[src/rtl/mem_access_unit_if.sv]
// Data-memory port between the memory-access stage and the data memory.
interface mem_access_unit_if;
  logic        req;
  logic        we;
  logic [31:0] addr;
  logic [31:0] wdata;
  logic [3:0]  wstrb;
  logic        ready;
  logic [31:0] rdata;

  modport master (
    output req, we, addr, wdata, wstrb,
    input  ready, rdata
  );

  modport slave (
    input  req, we, addr, wdata, wstrb,
    output ready, rdata
  );
endinterface

[src/rtl/mem_access_unit.sv]
// Memory-access / writeback stage: aligned byte/half/word loads and stores
// over a ready-handshaked port, load extension and registered writeback.
module mem_access_unit (
  input  logic              clk,
  input  logic              rst,
  input  logic              in_RegWrite,
  input  logic              in_wed,
  input  logic [1:0]        in_result_src,
  input  logic [2:0]        in_func3,
  input  logic [31:0]       in_alu_result,
  input  logic [31:0]       in_write_data,
  input  logic [31:0]       in_pc_plus_4,
  input  logic [4:0]        in_a_wr,
  mem_access_unit_if.master dmem,
  output logic              stall,
  output logic              wb_RegWrite,
  output logic [4:0]        wb_a_wr,
  output logic [31:0]       wb_result,
  output logic              mem_err
);

  typedef enum logic [1:0] {IDLE, ACCESS, DONE} state_t;

  state_t      state, state_next;
  logic        is_load, is_store, is_both;
  logic        func3_ok, misaligned, mem_ok, mem_bad;
  logic [31:0] cap_data;
  logic [7:0]  ld_byte;
  logic [15:0] ld_half;
  logic [31:0] ld_ext;
  logic [31:0] wb_mux;

  // Classify the presented instruction as a legal, illegal or non-memory op.
  always_comb begin
    is_load    = (in_result_src == 2'b01) && !in_wed;
    is_store   = in_wed && (in_result_src != 2'b01);
    is_both    = in_wed && (in_result_src == 2'b01);
    func3_ok   = 1'b0;
    if (is_load)
      func3_ok = (in_func3 == 3'b000) || (in_func3 == 3'b001) || (in_func3 == 3'b010) ||
                 (in_func3 == 3'b100) || (in_func3 == 3'b101);
    else if (is_store)
      func3_ok = (in_func3 == 3'b000) || (in_func3 == 3'b001) || (in_func3 == 3'b010);
    misaligned = ((in_func3[1:0] == 2'b01) && in_alu_result[0]) ||
                 ((in_func3[1:0] == 2'b10) && (in_alu_result[1:0] != 2'b00));
    mem_ok     = (is_load || is_store) && func3_ok && !misaligned;
    mem_bad    = (is_load || is_store || is_both) && !mem_ok;
  end

  // FSM state register.
  always_ff @(posedge clk) begin
    if (rst) state <= IDLE;
    else     state <= state_next;
  end

  // FSM next state, request and stall; a DONE always returns to IDLE so the
  // still-presented instruction is never issued twice.
  always_comb begin
    state_next = state;
    stall      = 1'b0;
    dmem.req   = 1'b0;
    unique case (state)
      IDLE: begin
        if (mem_ok) begin
          stall      = 1'b1;
          state_next = ACCESS;
        end
      end
      ACCESS: begin
        stall    = 1'b1;
        dmem.req = 1'b1;
        if (dmem.ready) state_next = DONE;
      end
      DONE:    state_next = IDLE;
      default: state_next = IDLE;
    endcase
  end

  // Store lane steering; address and data follow the frozen upstream inputs.
  always_comb begin
    dmem.addr  = {in_alu_result[31:2], 2'b00};
    dmem.we    = dmem.req && is_store;
    dmem.wdata = in_write_data;
    dmem.wstrb = '0;
    unique case (in_func3[1:0])
      2'b00:   dmem.wdata = {4{in_write_data[7:0]}};
      2'b01:   dmem.wdata = {2{in_write_data[15:0]}};
      default: dmem.wdata = in_write_data;
    endcase
    if (dmem.we) begin
      unique case (in_func3[1:0])
        2'b00:   dmem.wstrb = 4'b0001 << in_alu_result[1:0];
        2'b01:   dmem.wstrb = 4'b0011 << in_alu_result[1:0];
        default: dmem.wstrb = 4'b1111;
      endcase
    end
  end

  // Capture the read word when a load completes.
  always_ff @(posedge clk) begin
    if (rst)
      cap_data <= '0;
    else if ((state == ACCESS) && dmem.ready && is_load)
      cap_data <= dmem.rdata;
  end

  // Lane extraction, extension and writeback selection.
  always_comb begin
    unique case (in_alu_result[1:0])
      2'b00:   ld_byte = cap_data[7:0];
      2'b01:   ld_byte = cap_data[15:8];
      2'b10:   ld_byte = cap_data[23:16];
      default: ld_byte = cap_data[31:24];
    endcase
    ld_half = in_alu_result[1] ? cap_data[31:16] : cap_data[15:0];
    unique case (in_func3)
      3'b000:  ld_ext = {{24{ld_byte[7]}}, ld_byte};
      3'b001:  ld_ext = {{16{ld_half[15]}}, ld_half};
      3'b100:  ld_ext = {24'h0, ld_byte};
      3'b101:  ld_ext = {16'h0, ld_half};
      default: ld_ext = cap_data;
    endcase
    unique case (in_result_src)
      2'b00:   wb_mux = in_alu_result;
      2'b01:   wb_mux = ld_ext;
      2'b10:   wb_mux = in_pc_plus_4;
      default: wb_mux = '0;
    endcase
  end

  // Writeback register; write enable is forced low while stalled.
  always_ff @(posedge clk) begin
    if (rst) begin
      wb_RegWrite <= 1'b0;
      wb_a_wr     <= '0;
      wb_result   <= '0;
    end else if (stall) begin
      wb_RegWrite <= 1'b0;
    end else begin
      wb_RegWrite <= in_RegWrite && !mem_bad;
      wb_a_wr     <= in_a_wr;
      wb_result   <= wb_mux;
    end
  end

  // Error pulse for an illegal or misaligned access seen in IDLE.
  always_ff @(posedge clk) begin
    if (rst) mem_err <= 1'b0;
    else     mem_err <= (state == IDLE) && mem_bad;
  end

endmodule

[src/flat_wrapper.sv]
// flat-port wrapper written by rule: the top's interface ports become plain ports
module mem_access_unit_flat 
  (clk, rst, in_RegWrite, in_wed, in_result_src, in_func3, in_alu_result, in_write_data, in_pc_plus_4, in_a_wr, stall, wb_RegWrite, wb_a_wr, wb_result, mem_err, dmem_req, dmem_we, dmem_addr, dmem_wdata, dmem_wstrb, dmem_ready, dmem_rdata);
  mem_access_unit_if dmem_i ();
  input  logic clk;
  input  logic rst;
  input  logic in_RegWrite;
  input  logic in_wed;
  input  logic [1:0] in_result_src;
  input  logic [2:0] in_func3;
  input  logic [31:0] in_alu_result;
  input  logic [31:0] in_write_data;
  input  logic [31:0] in_pc_plus_4;
  input  logic [4:0] in_a_wr;
  output logic stall;
  output logic wb_RegWrite;
  output logic [4:0] wb_a_wr;
  output logic [31:0] wb_result;
  output logic mem_err;
  output wire logic [$bits(dmem_i.req)-1:0] dmem_req;
  output wire logic [$bits(dmem_i.we)-1:0] dmem_we;
  output wire logic [$bits(dmem_i.addr)-1:0] dmem_addr;
  output wire logic [$bits(dmem_i.wdata)-1:0] dmem_wdata;
  output wire logic [$bits(dmem_i.wstrb)-1:0] dmem_wstrb;
  input wire logic [$bits(dmem_i.ready)-1:0] dmem_ready;
  input wire logic [$bits(dmem_i.rdata)-1:0] dmem_rdata;
  assign dmem_req = dmem_i.req;
  assign dmem_we = dmem_i.we;
  assign dmem_addr = dmem_i.addr;
  assign dmem_wdata = dmem_i.wdata;
  assign dmem_wstrb = dmem_i.wstrb;
  assign dmem_i.ready = dmem_ready;
  assign dmem_i.rdata = dmem_rdata;
  mem_access_unit u_core (.clk(clk), .rst(rst), .in_RegWrite(in_RegWrite), .in_wed(in_wed), .in_result_src(in_result_src), .in_func3(in_func3), .in_alu_result(in_alu_result), .in_write_data(in_write_data), .in_pc_plus_4(in_pc_plus_4), .in_a_wr(in_a_wr), .dmem(dmem_i), .stall(stall), .wb_RegWrite(wb_RegWrite), .wb_a_wr(wb_a_wr), .wb_result(wb_result), .mem_err(mem_err));
endmodule
[config.mk]
export PLATFORM = sky130hd
export DESIGN_NAME = mem_access_unit_flat
export DESIGN_NICKNAME = d
export VERILOG_FILES = /design/src/rtl/mem_access_unit_if.sv /design/src/rtl/mem_access_unit.sv /design/src/flat_wrapper.sv
export SDC_FILE = /design/constraint.sdc
export NUM_CORES = 1
export LEC_CHECK = 0
export BUFFER_PORTS_ARGS = -buffer_cell sky130_fd_sc_hd__buf_2
export CAP_MARGIN = 20
export CORE_UTILIZATION = 41
export DETAILED_ROUTE_END_ITERATION = 10
export GPL_TIMING_DRIVEN = 0
export PLACE_DENSITY = 0.81
export SKIP_CTS_REPAIR_TIMING = 1
export SLEW_MARGIN = 20
export SYNTH_ARGS = -nofsm -noshare
export SYNTH_HDL_FRONTEND = slang
export SYNTH_SLANG_ARGS = --single-unit
[constraint.sdc]
create_clock -name clk -period 1.8 [get_ports clk]
set_input_delay 0.18 -clock clk [delete_from_list [all_inputs] [get_ports clk]]
set_output_delay 0.18 -clock clk [all_outputs]
set_load 0.005 [all_outputs]
Yosys cells after proc, flatten, opt, wreduce, memory -nomap -nowiden --
Index checks and enable logic that the tools add are counted.
Storage, ports and cells: input port bits 143, output and inout port bits 110, word-level logic and storage cells 69, register bits 73
Operators by class: equality and inequality tests 14, muxes and demuxes 15, reductions and logical operators 32, shifts and indexed selects 2
Operators by type and width (number):
- $pmux 32 s4 | 1
- $pmux 32 s3 | 1
- $pmux 32 s2 | 1
- $pmux 8 s3 | 1
- $mux 16 | 1
- $logic_and 1x1->1 | 13
- $eq 2x1->1 const B | 4
- $logic_not 2->1 | 4
- $pmux 4 s2 | 1
- $logic_or 1x1->1 | 7
- $eq 2x2->1 const B | 3
- $eq 3x3->1 const B | 2
- $logic_not 1->1 | 4
- $mux 1 | 4
- $mux 2 | 2
- $mux 4 | 1
- $ne 2x1->1 const B | 2
- $pmux 2 s2 | 1
- $shl 1x2->4 const A | 1
- $shl 2x2->4 const A | 1
- $eq 3x1->1 const B | 1
- $eq 3x2->1 const B | 1
- $logic_not 3->1 | 1
- $ne 2x2->1 const B | 1
- other kinds (4) | 4

Logic depth before layout (Yosys ltp) --
depth in word-level cells 12, mapped depth 9, mapped depth without buffers 7

Worst setup path before layout --
OpenSTA, ideal clock, no wires.
path type input to register, start point input in_result_src[1], end point register u_core.wb_result[25], stages 9, path slack 67 ps, data arrival time 1611 ps, data required time 1677 ps, setup time 123 ps, buffers on the path 3, cell sequence nand2b_1 buf_6 ha_1 nor2b_1 o221a_2 o21a_1 buf_6 buf_12 o2bb2ai_1
On the way: longest elaborated chain between the ends 8, elaborated cells on any way between the ends 14, those cells by class 3 x eq/ne; 5 x mux; 6 x reduce/logical
RTL lines:
- from (decl) | RTL line flat_wrapper.sv:9 | input logic [1:0] in_result_src;
- $ne 2x1->1 | RTL line mem_access_unit.sv:36 | is_store = in_wed && (in_result_src != 2'b01);
- $logic_and 1x1->1 | RTL line mem_access_unit.sv:36
- $mux 1 | RTL line mem_access_unit.sv:42 | else if (is_store)
- $mux 1 | RTL line mem_access_unit.sv:39 | if (is_load)
- $logic_and 1x1->1 (2 in series) | RTL line mem_access_unit.sv:46 | mem_ok = (is_load || is_store) && func3_ok && !misaligned;
- $mux 1 | RTL line mem_access_unit.sv:64 | if (mem_ok) begin
- $pmux 1 s2 | RTL line mem_access_unit.sv:62 | unique case (state)
- to (signal assigned) | RTL line mem_access_unit.sv:142 | wb_result <= wb_mux;
- to (decl) | RTL line mem_access_unit.sv:18 | output logic [31:0] wb_result,
Several ways; a longest one is shown, not always the timed one. A chain may end at the register's enable or synchronous reset.

Final worst setup path --
start point register u_core.state[1], end point output dmem_wstrb[3]
On the way: longest elaborated chain between the ends 4
RTL lines:
- from (decl) | RTL line mem_access_unit.sv:24 | state_t state, state_next;
- from (signal assigned) | RTL line mem_access_unit.sv:53 | else state <= state_next;
- $eq 2x1->1 | RTL line mem_access_unit.sv:62
- $mux 1 | RTL line mem_access_unit.sv:62
- $logic_and 1x1->1 | RTL line mem_access_unit.sv:82 | dmem.we = dmem.req && is_store;
- $mux 4 | RTL line mem_access_unit.sv:90 | if (dmem.we) begin
- to (decl) | RTL line flat_wrapper.sv:24 | output wire logic [$bits(dmem_i.wstrb)-1:0] dmem_wstrb;
No other way between the ends.

==> impl_metrics.prom <==
# TYPE chip_impl_metric gauge
chip_impl_info{name="outcome",value="complete, no violations"} 1
chip_impl_metric{name="timing.critical_path.arrival",unit="ns"} 1.54
chip_impl_metric{name="fin_area",unit="mm2"} 0.00650
chip_impl_metric{name="number_of_violations_reported_at_the_end_of_detailed_routing_iteration_0",unit=""} 623
chip_impl_metric{name="max_clock_buf_depth",unit=""} 2
chip_impl_info{name="timing_worst_setup_path_type",value="register to output port"} 1
chip_impl_metric{name="finish.net_count",unit=""} 955
chip_impl_metric{name="layout-drive-gt1-share",unit="%"} 48.6
chip_impl_metric{name="area.growth.synth_to_final",unit="%"} 39.9
chip_impl_info{name="hold_path.class",value="primary input to register"} 1
chip_impl_metric{name="globalRoute.totalOverflow",unit=""} 0
chip_impl_metric{name="antenna_found_initial",unit=""} 1
chip_impl_metric{name="synth_cells",unit=""} 547
chip_impl_metric{name="pre_cts_slack",unit="ns"} -0.409
chip_impl_metric{name="globalplace.congestion",unit=""} 0.909
chip_impl_metric{name="post-dp-hpwl",unit="um"} 12800
chip_impl_metric{name="leakagePower",unit="uW"} 0.00301
chip_impl_metric{name="powerDensity",unit="mW/mm2"} 685
chip_impl_info{name="startpoint_type",value="register"} 1
chip_impl_metric{name="chipHeight",unit="um"} 108
chip_impl_metric{name="final-instance-count-excl-fill",unit=""} 956
chip_impl_metric{name="post_drt_via_cell_ratio",unit=""} 5.43
chip_impl_metric{name="synth.lib_cells_used.distinct",unit=""} 53
chip_impl_metric{name="syn-cell-area",unit="mm2"} 0.00465
chip_impl_metric{name="sequentialPowerShare",unit="%"} 38.3
chip_impl_metric{name="timing.final.crit_share",unit="%"} 95.4
chip_impl_metric{name="route.detailed.drc",unit=""} 0
chip_impl_metric{name="syn-mean-instance-area",unit="um2"} 8.50
chip_impl_metric{name="cts_inserted_buffers",unit=""} 9
chip_impl_metric{name="share_comb_of_total_power",unit="%"} 21.9
chip_impl_metric{name="p_clk_share",unit="%"} 39.9
chip_impl_metric{name="grt_pass1_wl",unit="um"} 23800
chip_impl_info{name="setup.worst_path.end_class",value="output port"} 1
chip_impl_metric{name="ys.warnings.count",unit=""} 0
chip_impl_info{name="ys.flop_type",value="dfxtp_1"} 1
chip_impl_metric{name="firstDrtPassIters",unit=""} 8
chip_impl_metric{name="switching_power",unit="uW"} 1300
chip_impl_metric{name="htree_levels",unit=""} 3
chip_impl_metric{name="min_period",unit="ns"} 1.72
chip_impl_metric{name="power.switching_fraction",unit="%"} 29.3
chip_impl_info{name="rsz0062_at_grt",value="no"} 1
chip_impl_metric{name="ir_worst_vdd",unit="V"} 0.000412
chip_impl_metric{name="wirelength",unit="um"} 16500
chip_impl_metric{name="synth-edff-count",unit=""} 0
chip_impl_metric{name="track_usage",unit="%"} 26.8
chip_impl_metric{name="finalHoldViolations",unit=""} 0
chip_impl_info{name="grt_busiest_layer",value="met2"} 1
chip_impl_metric{name="finalMaxSlewViolations",unit=""} 0
chip_impl_metric{name="worstSkewPairLatency",unit="ns"} 0.35
chip_impl_metric{name="die-area",unit="mm2"} 0.0118
chip_impl_metric{name="grt.met2_usage",unit="%"} 47.8
chip_impl_metric{name="placedCellCount",unit=""} 934
chip_impl_metric{name="route.vias.total",unit=""} 5193
chip_impl_metric{name="dr_wl_cell",unit="um"} 17.3
chip_impl_metric{name="placed_area",unit="mm2"} 0.00606
chip_impl_metric{name="multi_input_comb_area",unit="mm2"} 0.00265
chip_impl_metric{name="timing.critical_path.required",unit="ns"} 1.62
chip_impl_metric{name="clock_skew",unit="ns"} 0.0136
chip_impl_metric{name="floorplan.die.width",unit="um"} 108
chip_impl_metric{name="area_of_all_sequential_standard_cells",unit="mm2"} 0.00146
chip_impl_metric{name="start_util",unit="%"} 42.5
chip_impl_metric{name="detail-route-antenna-nets",unit=""} 0
chip_impl_metric{name="worstMarginPinSlew",unit="ns"} 1.02
chip_impl_metric{name="postSynthRegisterBits",unit=""} 73
chip_impl_metric{name="pin_count_of_the_biggest_net_entering_global_routing",unit=""} 17
chip_impl_metric{name="slew-limit-headroom",unit="%"} 31.9
chip_impl_info{name="cts_tree",value="yes"} 1
chip_impl_metric{name="fmax",unit="MHz"} 582
chip_impl_metric{name="grt_use_met1",unit="%"} 31.2
chip_impl_metric{name="first_global_vias",unit=""} 4703
chip_impl_metric{name="clkTransAtPathRegs",unit="ns"} 0.07
chip_impl_metric{name="synth-seq-area-share",unit="%"} 31.4
chip_impl_metric{name="postLayoutSetupSlackWorst",unit="ns"} 0.0829
chip_impl_metric{name="io_buffers",unit=""} 246
chip_impl_metric{name="p_total",unit="uW"} 4450
chip_impl_info{name="root_cell_of_the_clock_tree",value="clkbuf_16"} 1
chip_impl_metric{name="globalRouteMet3Util",unit="%"} 4.16
chip_impl_metric{name="internal_power",unit="uW"} 3150
chip_impl_metric{name="fillers",unit=""} 993
chip_impl_metric{name="design.portCount",unit=""} 253
chip_impl_metric{name="final-setup-viol-count",unit=""} 0
chip_impl_metric{name="maxCapViolCount",unit=""} 0
chip_impl_metric{name="core-area",unit="mm2"} 0.0109
chip_impl_metric{name="path_max_fanout",unit=""} 10
chip_impl_metric{name="numClockSinks",unit=""} 73
chip_impl_metric{name="async_reset_ff_share",unit="%"} 0
chip_impl_metric{name="num_rows",unit=""} 38
==> final cells by class <==
type	instances	area share, %
clock buffers	9	3.46
plain buffers	83	8.72
repair buffers	252	19.8
diodes	2	0.0770
flip-flops and latches	73	22.5
well taps	140	2.69
clock inverters	7	1.02
multi-input cells	377	40.8
inverters	13	0.924
==> state kept, by name (all words and copies together) (netlist names) <==
| name | flops |
|---|---|
| u_core.cap_data | 32 |
| u_core.wb_RegWrite | 1 |
| u_core.wb_result | 32 |
| u_core.wb_a_wr | 5 |
| u_core.state | 2 |
| u_core.mem_err | 1 |
==> kinds of logic (layout without fill, tap and decap cells) <==
group                    after synthesis  count (layout)  share of synthesized area (%)
AND/OR/NAND/NOR                      139             139                           14.8
buffers and inverters                 98             364                           12.9
multiplexers                          63              63                           15.0
adder cells (fa/ha/maj)                3               3                          0.808
flip-flops                            73              73                           31.4
other                                  1               4                         0.0807
AO/OA/AOI/OAI                        170             170                           25.0
==> worst max-delay path: stages (launching register included) <==
cell	delay, ns
dfxtp_2	0.34
nand2b_1	0.15
buf_6	0.15
inv_6	0.08
buf_8	0.14
nand2_4	0.08
a21oi_1	0.11
buf_2	0.14
==> stage by stage <==
stage                     setup TNS, ns  util, %  hold slack, ns
final                                 0     59.5          0.0682
after global routing                  0     59.4          0.0726
after CTS                         -1.68     58.1          0.0682
after detailed placement         -15.34     55.4           0.427
after global placement           -14.89     55.4           0.423
after floorplan                       0        -           0.294
==> cells in the mapped netlist, types with 10 or more instances <==
master / instances / area share (%)
mux2_2: 33 / 8.0
nand2b_1: 17 / 2.3
clkbuf_1: 19 / 1.5
inv_1: 10 / 0.81
nand2_1: 75 / 6.1
a222oi_1: 16 / 3.4
a21oi_1: 63 / 6.8
dfxtp_1: 73 / 31
buf_4: 42 / 6.8
buf_2: 16 / 1.7
o21ai_0: 26 / 2.8
mux2i_1: 28 / 6.0
nor2_1: 20 / 1.6
o2bb2ai_1: 17 / 3.2
==> cells in the final DEF (no fill, tap or decap), types with 3 or more instances in the layout <==
cell / instances
a31oi_1: 7
a2bb2oi_1: 7
inv_1: 10
o21ai_0: 26
nand2_1: 74
a21boi_0: 5
nor2_2: 3
inv_6: 5
clkbuf_16: 9
o211ai_1: 4
a222oi_1: 16
dfxtp_1: 71
o22ai_1: 3
a211oi_1: 7
mux2_2: 33
nor2_1: 18
a21oi_1: 63
buf_2: 260
nand2b_1: 16
clkbuf_1: 14
mux2i_1: 28
clkbuf_2: 3
and2_1: 4
o2bb2ai_1: 17
buf_6: 5
buf_4: 47
nand3_1: 6
a311oi_1: 5
==> final timing paths <==
kind | slack [ns] | start | endpoint | cells after the start
worst min-delay path | 0.07 | dmem_rdata[23] | u_core.cap_data[23] | 3
worst max register to register | 0.11 | u_core.cap_data[31] | u_core.wb_result[13] | 5
worst max-delay path | 0.08 | u_core.state[1] | dmem_wstrb[3] | 7
worst min register to register | 0.45 | u_core.state[0] | u_core.mem_err | 1
==> power by group through the flow <==
stage | sequential [uW] | clock (uW) | combinational (uW)
6_report | 1700 | 1780 | 975
5_1_grt | 1710 | 1860 | 1060
4_1_cts | 1700 | 1780 | 929
3_5_place_dp | 1740 | 0 | 923
3_3_place_gp | 1740 | 0 | 914
2_1_floorplan | 1750 | 0 | 488
==> per-layer routing <==
| layer | vias to the layer above | routed length [um] |
|---|---|---|
| met5 | - | 0 |
| met4 | 0 | 529 |
| met3 | 49 | 1300 |
| met2 | 291 | 8550 |
| met1 | 2378 | 6170 |
| li1 | 2475 | - |
Power figures use the tool's default switching activity.
